===== src/rtl/memory_arbiter_pkg.sv =====
`default_nettype none
// ============================================================================
// Module   : memory_arbiter_pkg
// Brief    : Shared state encoding, Memory_IO op-select codes and helpers.
// Revision : 1.0 - initial release
// ============================================================================
package memory_arbiter_pkg;

    localparam logic [1:0] ST_IDLE     = 2'd0;
    localparam logic [1:0] ST_ISSUE    = 2'd1;
    localparam logic [1:0] ST_WAIT     = 2'd2;
    localparam logic [1:0] ST_COMPLETE = 2'd3;

    typedef enum logic [1:0] {
        IDLE     = ST_IDLE,
        ISSUE    = ST_ISSUE,
        WAIT     = ST_WAIT,
        COMPLETE = ST_COMPLETE
    } arb_state_t;

    // Memory_IO transfer direction codes, shared with Memory_IO and its clients
    localparam logic [1:0] OP_FILE2MEM = 2'b00;
    localparam logic [1:0] OP_MEM2FILE = 2'b01;
    localparam logic [1:0] OP_BUS2MEM  = 2'b10;
    localparam logic [1:0] OP_MEM2BUS  = 2'b11;

    localparam int MAX_REQ = 8;

    function automatic int onehot_to_idx(input logic [MAX_REQ-1:0] onehot);
        int idx;
        idx = 0;
        for (int i = 0; i < MAX_REQ; i++) begin
            if (onehot[i]) begin
                idx = i;
            end
        end
        return idx;
    endfunction

endpackage
`default_nettype wire


===== src/rtl/memory_arbiter_if.sv =====
`default_nettype none
// ============================================================================
// Module   : memory_arbiter_if
// Brief    : Requester-side and Memory_IO-side signal bundle of the arbiter.
// Revision : 1.0 - initial release
// ============================================================================
interface memory_arbiter_if #(
    parameter int NUM_REQ   = 4,
    parameter int BUS_WIDTH = 32
);

    logic [NUM_REQ-1:0]           Arb_Req;
    logic [2*NUM_REQ-1:0]         Arb_Op;
    logic [BUS_WIDTH*NUM_REQ-1:0] Arb_Addr;
    logic [BUS_WIDTH*NUM_REQ-1:0] Arb_Words;
    logic [NUM_REQ-1:0]           Arb_Gnt;
    logic [NUM_REQ-1:0]           Arb_Done;
    logic [NUM_REQ-1:0]           Arb_Err;
    logic                         Arb_Busy;
    logic [1:0]                   Mem_Req_Sel;
    logic                         Mem_En;
    logic [BUS_WIDTH-1:0]         Mem_Start_Addr;
    logic [BUS_WIDTH-1:0]         Mem_Words;
    logic                         Mem_DNE;

    // master: the arbiter itself; slave: requesters plus Memory_IO
    modport master (
        input  Arb_Req, Arb_Op, Arb_Addr, Arb_Words, Mem_DNE,
        output Arb_Gnt, Arb_Done, Arb_Err, Arb_Busy,
               Mem_Req_Sel, Mem_En, Mem_Start_Addr, Mem_Words
    );

    modport slave (
        output Arb_Req, Arb_Op, Arb_Addr, Arb_Words, Mem_DNE,
        input  Arb_Gnt, Arb_Done, Arb_Err, Arb_Busy,
               Mem_Req_Sel, Mem_En, Mem_Start_Addr, Mem_Words
    );

endinterface
`default_nettype wire


===== src/rtl/memory_arbiter_rr_pick.sv =====
`default_nettype none
// ============================================================================
// Module   : rr_pick
// Brief    : Combinational rotate-priority picker, first set bit at or above ptr.
// Revision : 1.0 - initial release
// ============================================================================
module rr_pick #(
    parameter int NUM_REQ = 4,
    parameter int PTR_W   = 2
) (
    input  wire logic [NUM_REQ-1:0] i_req,
    input  wire logic [PTR_W-1:0]   i_ptr,
    output logic      [NUM_REQ-1:0] o_pick,
    output logic                    o_valid
);

    logic w_found;

    // Upper segment [ptr, NUM_REQ-1] first, then wrap to [0, ptr-1]
    always_comb begin
        o_pick  = '0;
        w_found = 1'b0;
        for (int i = 0; i < NUM_REQ; i++) begin
            if (!w_found && i_req[i] && (i >= int'(i_ptr))) begin
                o_pick[i] = 1'b1;
                w_found   = 1'b1;
            end
        end
        for (int i = 0; i < NUM_REQ; i++) begin
            if (!w_found && i_req[i] && (i < int'(i_ptr))) begin
                o_pick[i] = 1'b1;
                w_found   = 1'b1;
            end
        end
    end

    assign o_valid = |i_req;

endmodule
`default_nettype wire


===== src/rtl/memory_arbiter.sv =====
`default_nettype none
// ============================================================================
// Module   : memory_arbiter
// Brief    : Round-robin owner of the single Memory_IO port with done timeout.
// Revision : 1.0 - initial release
// ============================================================================
module memory_arbiter
    import memory_arbiter_pkg::*;
#(
    parameter int NUM_REQ   = 4,
    parameter int BUS_WIDTH = 32,
    parameter int TIMEOUT   = 1024
) (
    input  wire logic         Arb_Clk,
    input  wire logic         Arb_Reset,
    memory_arbiter_if.master  bus
);

    localparam int PTR_W = $clog2(NUM_REQ);
    localparam int CNT_W = (TIMEOUT > 1) ? $clog2(TIMEOUT) : 1;

    localparam logic [CNT_W-1:0] C_CNT_LAST = CNT_W'(TIMEOUT - 1);
    localparam logic [PTR_W-1:0] C_PTR_LAST = PTR_W'(NUM_REQ - 1);

    arb_state_t           r_state;
    logic [PTR_W-1:0]     r_ptr;
    logic [CNT_W-1:0]     r_cnt;
    logic [NUM_REQ-1:0]   r_gnt;
    logic [NUM_REQ-1:0]   r_done;
    logic [NUM_REQ-1:0]   r_err;
    logic                 r_busy;
    logic                 r_mem_en;
    logic [1:0]           r_mem_sel;
    logic [BUS_WIDTH-1:0] r_mem_addr;
    logic [BUS_WIDTH-1:0] r_mem_words;

    logic [NUM_REQ-1:0]   w_pick;
    logic                 w_valid;
    logic [1:0]           w_sel;
    logic [BUS_WIDTH-1:0] w_addr;
    logic [BUS_WIDTH-1:0] w_words;
    logic [PTR_W-1:0]     w_gidx;
    logic [PTR_W-1:0]     w_ptr_next;

    rr_pick #(
        .NUM_REQ (NUM_REQ),
        .PTR_W   (PTR_W)
    ) u_rr_pick (
        .i_req   (bus.Arb_Req),
        .i_ptr   (r_ptr),
        .o_pick  (w_pick),
        .o_valid (w_valid)
    );

    // One-hot mux of the winning requester's transfer descriptor
    always_comb begin
        w_sel   = '0;
        w_addr  = '0;
        w_words = '0;
        for (int i = 0; i < NUM_REQ; i++) begin
            if (w_pick[i]) begin
                w_sel   = bus.Arb_Op[2*i +: 2];
                w_addr  = bus.Arb_Addr[BUS_WIDTH*i +: BUS_WIDTH];
                w_words = bus.Arb_Words[BUS_WIDTH*i +: BUS_WIDTH];
            end
        end
    end

    assign w_gidx     = PTR_W'(onehot_to_idx(MAX_REQ'(r_gnt)));
    assign w_ptr_next = (w_gidx == C_PTR_LAST) ? '0 : (w_gidx + 1'b1);

    always_ff @(posedge Arb_Clk) begin
        if (Arb_Reset) begin
            r_state     <= IDLE;
            r_ptr       <= '0;
            r_cnt       <= '0;
            r_gnt       <= '0;
            r_done      <= '0;
            r_err       <= '0;
            r_busy      <= 1'b0;
            r_mem_en    <= 1'b0;
            r_mem_sel   <= '0;
            r_mem_addr  <= '0;
            r_mem_words <= '0;
        end else begin
            case (r_state)
                IDLE: begin
                    if (w_valid) begin
                        r_gnt       <= w_pick;
                        r_mem_sel   <= w_sel;
                        r_mem_addr  <= w_addr;
                        r_mem_words <= w_words;
                        r_mem_en    <= 1'b1;
                        r_busy      <= 1'b1;
                        r_state     <= ISSUE;
                    end
                end
                ISSUE: begin
                    r_cnt   <= '0;
                    r_state <= WAIT;
                end
                WAIT: begin
                    // A done strobe on the final counted cycle still counts as success
                    if (bus.Mem_DNE) begin
                        r_done   <= r_gnt;
                        r_mem_en <= 1'b0;
                        r_state  <= COMPLETE;
                    end else if (r_cnt == C_CNT_LAST) begin
                        r_err    <= r_gnt;
                        r_mem_en <= 1'b0;
                        r_state  <= COMPLETE;
                    end else begin
                        r_cnt <= r_cnt + 1'b1;
                    end
                end
                COMPLETE: begin
                    r_done  <= '0;
                    r_err   <= '0;
                    r_gnt   <= '0;
                    r_busy  <= 1'b0;
                    r_ptr   <= w_ptr_next;
                    r_state <= IDLE;
                end
                default: begin
                    r_state <= IDLE;
                end
            endcase
        end
    end

    assign bus.Arb_Gnt        = r_gnt;
    assign bus.Arb_Done       = r_done;
    assign bus.Arb_Err        = r_err;
    assign bus.Arb_Busy       = r_busy;
    assign bus.Mem_En         = r_mem_en;
    assign bus.Mem_Req_Sel    = r_mem_sel;
    assign bus.Mem_Start_Addr = r_mem_addr;
    assign bus.Mem_Words      = r_mem_words;

endmodule
`default_nettype wire


===== src/flat_wrapper.sv =====
// flat-port wrapper written by rule: the top's interface ports become plain ports
module memory_arbiter_flat import memory_arbiter_pkg::*;
#(
    parameter int NUM_REQ   = 4,
    parameter int BUS_WIDTH = 32,
    parameter int TIMEOUT   = 1024
)
  (Arb_Clk, Arb_Reset, bus_Arb_Req, bus_Arb_Op, bus_Arb_Addr, bus_Arb_Words, bus_Mem_DNE, bus_Arb_Gnt, bus_Arb_Done, bus_Arb_Err, bus_Arb_Busy, bus_Mem_Req_Sel, bus_Mem_En, bus_Mem_Start_Addr, bus_Mem_Words);
  memory_arbiter_if #(.NUM_REQ(NUM_REQ), .BUS_WIDTH(BUS_WIDTH)) bus_i ();
  input  wire logic Arb_Clk;
  input  wire logic Arb_Reset;
  input wire logic [$bits(bus_i.Arb_Req)-1:0] bus_Arb_Req;
  input wire logic [$bits(bus_i.Arb_Op)-1:0] bus_Arb_Op;
  input wire logic [$bits(bus_i.Arb_Addr)-1:0] bus_Arb_Addr;
  input wire logic [$bits(bus_i.Arb_Words)-1:0] bus_Arb_Words;
  input wire logic [$bits(bus_i.Mem_DNE)-1:0] bus_Mem_DNE;
  output wire logic [$bits(bus_i.Arb_Gnt)-1:0] bus_Arb_Gnt;
  output wire logic [$bits(bus_i.Arb_Done)-1:0] bus_Arb_Done;
  output wire logic [$bits(bus_i.Arb_Err)-1:0] bus_Arb_Err;
  output wire logic [$bits(bus_i.Arb_Busy)-1:0] bus_Arb_Busy;
  output wire logic [$bits(bus_i.Mem_Req_Sel)-1:0] bus_Mem_Req_Sel;
  output wire logic [$bits(bus_i.Mem_En)-1:0] bus_Mem_En;
  output wire logic [$bits(bus_i.Mem_Start_Addr)-1:0] bus_Mem_Start_Addr;
  output wire logic [$bits(bus_i.Mem_Words)-1:0] bus_Mem_Words;
  assign bus_i.Arb_Req = bus_Arb_Req;
  assign bus_i.Arb_Op = bus_Arb_Op;
  assign bus_i.Arb_Addr = bus_Arb_Addr;
  assign bus_i.Arb_Words = bus_Arb_Words;
  assign bus_i.Mem_DNE = bus_Mem_DNE;
  assign bus_Arb_Gnt = bus_i.Arb_Gnt;
  assign bus_Arb_Done = bus_i.Arb_Done;
  assign bus_Arb_Err = bus_i.Arb_Err;
  assign bus_Arb_Busy = bus_i.Arb_Busy;
  assign bus_Mem_Req_Sel = bus_i.Mem_Req_Sel;
  assign bus_Mem_En = bus_i.Mem_En;
  assign bus_Mem_Start_Addr = bus_i.Mem_Start_Addr;
  assign bus_Mem_Words = bus_i.Mem_Words;
  memory_arbiter #(.NUM_REQ(NUM_REQ), .BUS_WIDTH(BUS_WIDTH), .TIMEOUT(TIMEOUT)) u_core (.Arb_Clk(Arb_Clk), .Arb_Reset(Arb_Reset), .bus(bus_i));
endmodule

===== config.mk =====
export PLATFORM = sky130hd
export DESIGN_NAME = memory_arbiter_flat
export DESIGN_NICKNAME = d
export VERILOG_FILES = /design/src/rtl/memory_arbiter_pkg.sv /design/src/rtl/memory_arbiter_if.sv /design/src/rtl/memory_arbiter_rr_pick.sv /design/src/rtl/memory_arbiter.sv /design/src/flat_wrapper.sv
export SDC_FILE = /design/constraint.sdc
export NUM_CORES = 1
export LEC_CHECK = 0
export BUFFER_PORTS_ARGS = -buffer_cell sky130_fd_sc_hd__buf_4
export CAP_MARGIN = 40
export CELL_PAD_IN_SITES_DETAIL_PLACEMENT = 1
export CELL_PAD_IN_SITES_GLOBAL_PLACEMENT = 1
export CORE_MARGIN = 1.5
export CORE_UTILIZATION = 23
export DETAILED_ROUTE_END_ITERATION = 8
export PLACE_DENSITY_LB_ADDON = 0.1
export SETUP_SLACK_MARGIN = 0.15
export SKIP_LAST_GASP = 1
export SYNTH_ARGS = -nofsm -noshare
export SYNTH_HDL_FRONTEND = slang
export SYNTH_SLANG_ARGS = --single-unit
export TNS_END_PERCENT = 20

===== constraint.sdc =====
create_clock -name Arb_Clk -period 3.05 [get_ports Arb_Clk]
set_input_delay 0 -clock Arb_Clk [delete_from_list [all_inputs] [get_ports Arb_Clk]]
set_output_delay 0 -clock Arb_Clk [all_outputs]
set_load 0.1 [all_outputs]

Word-level counts from Yosys, hierarchy flattened
Index checks and enable logic that the tools add are counted.
{"block": "totals", "ff_bits": 94, "latchBits": 0, "mem_bits_rw": 0, "mem_bits_ro": 0, "in_bits": 271, "out_inout_bits": 80, "elab_cells": 108, "memories": 0}
{"block": "classes", "addsub": 2, "n_mul": 0, "n_div": 0, "order_cmp": 6, "n_eq_ne": 11, "shifts": 0, "muxes": 47, "bitwise": 0, "reduce_logical": 31}
{"cell": "$mux 32", "n": 8}
{"cell": "$pmux 4 s2", "n": 3}
{"cell": "$mux 10", "n": 2}
{"cell": "$mux 2", "n": 10}
{"cell": "$pmux 10 s2", "n": 1}
{"cell": "$mux 1", "n": 16}
{"cell": "$mux 4", "n": 4}
{"cell": "$logic_and 1x1->1", "n": 12}
{"cell": "$add 10x1->10 const B", "n": 1}
{"cell": "$eq 10x10->1 const B", "n": 1}
{"cell": "$reduce_and 3->1", "n": 3}
{"cell": "$ne 2x2->1 const B", "n": 4}
{"cell": "$pmux 2 s4", "n": 1}
{"cell": "$reduce_and 2->1", "n": 4}
{"cell": "$reduce_bool 2->1", "n": 4}
{"cell": "$eq 2x2->1 const B", "n": 3}
{"cell": "$logic_not 1->1", "n": 6}
{"cell": "$ge 1x2->1 const A", "n": 2}
{"cell": "$lt 1x2->1 const A", "n": 2}
{"cell": "$pmux 1 s2", "n": 2}
{"cell": "$reduce_or 4->1", "n": 1}
{"cell": "$ne 3x2->1 const B", "n": 1}
{"cell": "$add 2x1->2 const B", "n": 1}
{"cell": "$eq 2x1->1 const B", "n": 1}
{"cell": "other kinds (4)", "n": 4}

Depth between registers and ports, before layout
{"block": "logic_depth", "ltp_word": 28, "mapped_depth": 9, "ltp_nobuf": 7}

Cells and area by module
A second synthesis with hierarchy kept.
{"block": "hier_totals", "cells_unflattened": 725, "hier_area_um2": 5572.8}
{"mod": "memory_arbiter", "n_inst": 1, "cells_each": 706, "area_per_inst_um2": 5461.5, "seq_area_each_um2": 1881.8}
{"mod": "rr_pick", "n_inst": 1, "cells_each": 19, "area_per_inst_um2": 111.4, "seq_area_each_um2": 0.0}

Worst setup path before layout
OpenSTA, ideal clock, no wires.
{"block": "synth_path", "kind": "flip-flop to flip-flop", "start": "register u_core.r_state[0]", "end": "register u_core.r_cnt[6]", "setup_time_ns": 0.072, "arrival_ns": 1.639, "required_ns": 2.978, "slack_ns": 1.340, "stages_incl_launch_ff": 9, "path_buffers": 2, "period_less_slack_ns": 1.710, "cell_sequence": "dfxtp_1 -> inv_1 -> ha_1 -> buf_2 -> nand2b_1 -> clkbuf_1 -> a21boi_0 -> or3_1 -> a21oi_1"}
{"block": "synth_between", "elab_chain_cells": 3, "word_cells_on_any_way": 7, "classes_between": "4 x eq/ne; 1 x mux; 2 x reduce/logical"}
{"element": "start, declared", "line_no": "memory_arbiter.sv:25", "rtl": "arb_state_t r_state;"}
{"element": "start signal, assigned", "line_no": "memory_arbiter.sv:74", "rtl": "r_state <= IDLE;"}
{"element": "start signal, assigned", "line_no": "memory_arbiter.sv:95", "rtl": "r_state <= ISSUE;"}
{"element": "start signal, assigned", "line_no": "memory_arbiter.sv:100", "rtl": "r_state <= WAIT;"}
{"element": "$eq 2x2->1 / $eq 2x1->1 (equally long branches)", "line_no": "memory_arbiter.sv:86", "rtl": "case (r_state)"}
{"element": "$ne 2x2->1 (no line) / $reduce_bool 2->1 (equally long branches)"}
{"element": "$reduce_and 3->1 (no line)"}
{"element": "end signal, assigned", "line_no": "memory_arbiter.sv:113", "rtl": "r_cnt <= r_cnt + 1'b1;"}
{"element": "end, declared", "line_no": "memory_arbiter.sv:27", "rtl": "logic [CNT_W-1:0] r_cnt;"}
Several ways; a longest one is shown, not always the timed one.
A chain may end at the register's enable or synchronous reset.

Final worst setup path
{"block": "layout_path", "start": "register u_core.r_ptr[1]", "end": "register u_core.r_mem_words[12], in the netlist u_core.bus.Mem_Words[12]"}
{"block": "layout_between", "elab_chain_cells": 28, "word_cells_on_any_way": 40, "classes_between": "6 x order compare; 16 x mux; 18 x reduce/logical"}
{"element": "start, declared", "line_no": "memory_arbiter.sv:26", "rtl": "logic [PTR_W-1:0] r_ptr;"}
{"element": "start signal, assigned", "line_no": "memory_arbiter.sv:121", "rtl": "r_ptr <= w_ptr_next;"}
{"element": "$ge 1x2->1", "line_no": "memory_arbiter_rr_pick.sv:24", "rtl": "if (!w_found && i_req[i] && (i >= int'(i_ptr))) begin"}
{"element": "$logic_and 1x1->1", "line_no": "memory_arbiter_rr_pick.sv:24"}
{"element": "$mux 1", "line_no": "memory_arbiter_rr_pick.sv:24"}
{"element": "$logic_not 1->1", "line_no": "memory_arbiter_rr_pick.sv:24"}
{"element": "$logic_and 1x1->1 (2 in series)", "line_no": "memory_arbiter_rr_pick.sv:24"}
{"element": "$mux 1", "line_no": "memory_arbiter_rr_pick.sv:24"}
{"element": "$logic_not 1->1", "line_no": "memory_arbiter_rr_pick.sv:24"}
{"element": "$logic_and 1x1->1 (2 in series)", "line_no": "memory_arbiter_rr_pick.sv:24"}
{"element": "[... 8 more ...]"}
{"element": "$logic_not 1->1", "line_no": "memory_arbiter_rr_pick.sv:30", "rtl": "if (!w_found && i_req[i] && (i < int'(i_ptr))) begin"}
{"element": "$logic_and 1x1->1 (2 in series)", "line_no": "memory_arbiter_rr_pick.sv:30"}
{"element": "$mux 1", "line_no": "memory_arbiter_rr_pick.sv:30"}
{"element": "$logic_not 1->1", "line_no": "memory_arbiter_rr_pick.sv:30"}
{"element": "$logic_and 1x1->1 (2 in series)", "line_no": "memory_arbiter_rr_pick.sv:30"}
{"element": "$mux 1", "line_no": "memory_arbiter_rr_pick.sv:30"}
{"element": "$mux 32", "line_no": "memory_arbiter.sv:61", "rtl": "if (w_pick[i]) begin"}
{"element": "$mux 32 *", "line_no": "memory_arbiter.sv:61"}
{"element": "end signal, assigned", "line_no": "memory_arbiter.sv:92", "rtl": "r_mem_words <= w_words;"}
{"element": "end, declared", "line_no": "memory_arbiter.sv:35", "rtl": "logic [BUS_WIDTH-1:0] r_mem_words;"}
Mark *: on every way between the ends. The rest lies on a longest branch, timed or not.

==> impl_metrics.tcl <==
set metrics [dict create \
    vias 7108 \
    dieArea_um2 26600 \
    drc 0 \
    post_cts_resized 0 \
    ant_nets 0 \
    grt-ovfl-total 0 \
    setup_slack_ns 0.334 \
    antenna_found_initial 1 \
    area_growth_pct 68.3 \
    endpoint_kind "register" \
    hold_viol_final 0 \
    cts_buffers 9 \
    crit_required_ns 3.30 \
    synth_fp_nets 994 \
    rsz0062_at_grt "false" \
    drtIter0Drc 319 \
    cts-root-buf "clkbuf_16" \
    cts_max_level 3 \
    synth_edf_count 0 \
    finalInstanceArea_um2 9930 \
    core_um2 25200 \
    synthCells 718 \
    setup_tns_ns 0 \
    syn_area_um2 5900 \
    wirelength_mm 29.5 \
    clk_latency_ns 0.36 \
    synthDistinctLibCells 46 \
    cp-start-kind "register" \
    synth_top_area_share_pct 31.9 \
    nets 1384 \
    power_per_cell_area_nw_per_um2 874 \
    grt_start_max_net_pins 49 \
    layout-drive-gt1-share_pct 40.2 \
    max_freq_mhz 368 \
    nFillCells 3020 \
    ff_latch_area_um2 1880 \
    synthMostInstantiatedCell "nor2_1" \
    post_dp_cell_area_um2 8830 \
    crit_type "register to register" \
    via_per_inst 4.92 \
    yosysWarnings 0 \
    cap_viol_max_count 0 \
    slew_viol_final 0 \
    irDropWorstVdd_mv 0.604 \
    post-route-period-util_pct 89.0 \
    dpl_worst_slack_ns 0.904 \
    clk_path_buf_depth 2 \
    grt_util_all_layers_pct 21.7 \
    wire_per_inst_um 20.4 \
    yosys-top-cells-count "nor2_1 (97), dfxtp_1 (94), a21oi_1 (53)" \
    yosysTopAreaCell "dfxtp_1" \
    status "completed" \
    synth_area_leaders "dfxtp_1 (32%), a211oi_2 (8.5%), nor2_1 (6.2%)" \
    synthArstFlopShare_pct 0 \
    place.detailed.hpwl_mm 20.8 \
    cts_sinks 94 \
    utilization_pct 39.4 \
    setup_violations 0 \
    gp_congestion 0.788 \
    avgSynthCellArea_um2 8.22 \
    hp-class "input port to register" \
    cts_hold_buf 81 \
    period_needed_ns 2.72 \
    cts_tree "built" \
    first_pass_iters 4 \
    ys_seq_area_share_pct 31.9 \
    max_slew.worst_pin.slew_ns 0.702 \
    first_global_vias 7703 \
    ios 351 \
    yosys_register_bits 94 \
    p_leak_nw 4.37 \
    grt_pass1_wl_mm 44.6 \
    critPathMaxFanout 41 \
    clkTransAtPathRegs_ns 0.08 \
    post-cts-setup-buffers 0 \
    crit_arrival_ns 2.97 \
    port_buffers 350 \
    finClkSkew_ns 0.00955 \
    ys.flop_type "dfxtp_1" \
    initial_utilization_pct 23.4 \
    worst_slew_margin_rel_pct 52.7 \
    die_w_um 163 \
    multiInputGateArea_um2 3480 \
    die_h_um 163 \
    num_rows 58 \
]
[final cells by class]
cell class / instances / area share (%)
clock buffers: 9 / 2.27
inverters: 50 / 1.89
well taps: 330 / 4.16
diodes: 1 / 0.0252
multi-input cells: 501 / 35.1
clock inverters: 7 / 0.630
repair buffers: 452 / 37.0
flip-flops and latches: 94 / 19.0
[worst paths after layout]
kind | startpoint | endpoint | slack (ns) | cells past startpoint
max | u_core.r_ptr[1] | u_core.bus.Mem_Words[12] | 0.33 | 8
min | bus_Arb_Words[102] | u_core.bus.Mem_Words[6] | 0.01 | 3
max reg2reg | u_core.r_ptr[1] | u_core.bus.Mem_Words[12] | 0.33 | 8
min reg2reg | u_core.bus.Mem_Words[24] | u_core.bus.Mem_Words[24] | 0.48 | 2
[power breakdown]
group | switching, mW | internal (mW)
registers | 0.226 | 1.60
logic | 4.15 | 1.53
clock network | 0.593 | 0.575
[cell usage in the layout (no fill, tap or decap), types with 2 or more instances in the layout]
master	count
inv_1	50
o221ai_2	10
a211oi_1	29
a22o_1	26
and3_1	2
nor3_1	3
nor4_1	2
ha_1	5
o21ai_0	5
o211ai_1	41
a31oi_1	2
o31ai_1	26
nor2_1	97
buf_12	3
buf_16	2
dlygate4sd3_1	81
a211oi_2	40
o21ai_1	2
nand2_1	10
buf_4	366
o221ai_1	30
inv_8	2
nand3_1	33
and2_1	42
dfxtp_1	94
xnor2_1	7
inv_6	2
nand2b_1	2
clkinv_4	2
and2_2	2
a21oi_1	53
clkbuf_16	9
a22oi_1	10
nor2b_1	4
[worst max-delay path: stages, from the launching register on]
cell and delay [ns]:
dfxtp_1 0.54, nor2b_1 0.13, o21ai_4 0.14, buf_4 0.45, nand2_1 0.10, buf_4 0.27
a211oi_1 0.28, o31ai_1 0.11, dlygate4sd3_1 0.57
[per-layer routing]
metal,part of all wire (%),track usage (%)
met1,42,25.0
met2,51,40.2
met3,5.3,4.67
met4,2.1,5.80
met5,0,0
[sequential cells by signal, summed over array words and instances (netlist names)]
name                       flops
u_core.bus.Arb_Busy            1
u_core.bus.Arb_Done            4
u_core.bus.Arb_Err             4
u_core.bus.Arb_Gnt             4
u_core.bus.Mem_En              1
u_core.bus.Mem_Req_Sel         2
u_core.bus.Mem_Start_Addr     32
u_core.bus.Mem_Words          32
u_core.r_cnt                  10
u_core.r_ptr                   2
u_core.r_state                 2
[per-stage QoR]
| step | hold WS [ns] | instances | power, mW |
|---|---|---|---|
| 2_1_floorplan | 0.194 | 718 | 5.97 |
| 3_3_place_gp | 0.308 | 1344 | 7.36 |
| 3_5_place_dp | 0.311 | 1346 | 7.41 |
| 4_1_cts | 0.000916 | 1443 | 8.78 |
| 5_1_grt | 0.0160 | 1444 | 9.11 |
| 6_report | 0.0105 | 1444 | 8.68 |
[logic make-up (layout without fill, tap and decap cells)]
family | Yosys count | count (layout) | share of synthesized area [%]
compound gates | 286 | 286 | 40.2
simple gates | 203 | 203 | 16.2
buf+inv | 123 | 518 | 9.63
flops | 94 | 94 | 31.9
xor+xnor | 7 | 7 | 1.04
fa+ha+maj | 5 | 5 | 1.06
other cells | 0 | 1 | 0
Power figures use the tool's default switching activity.
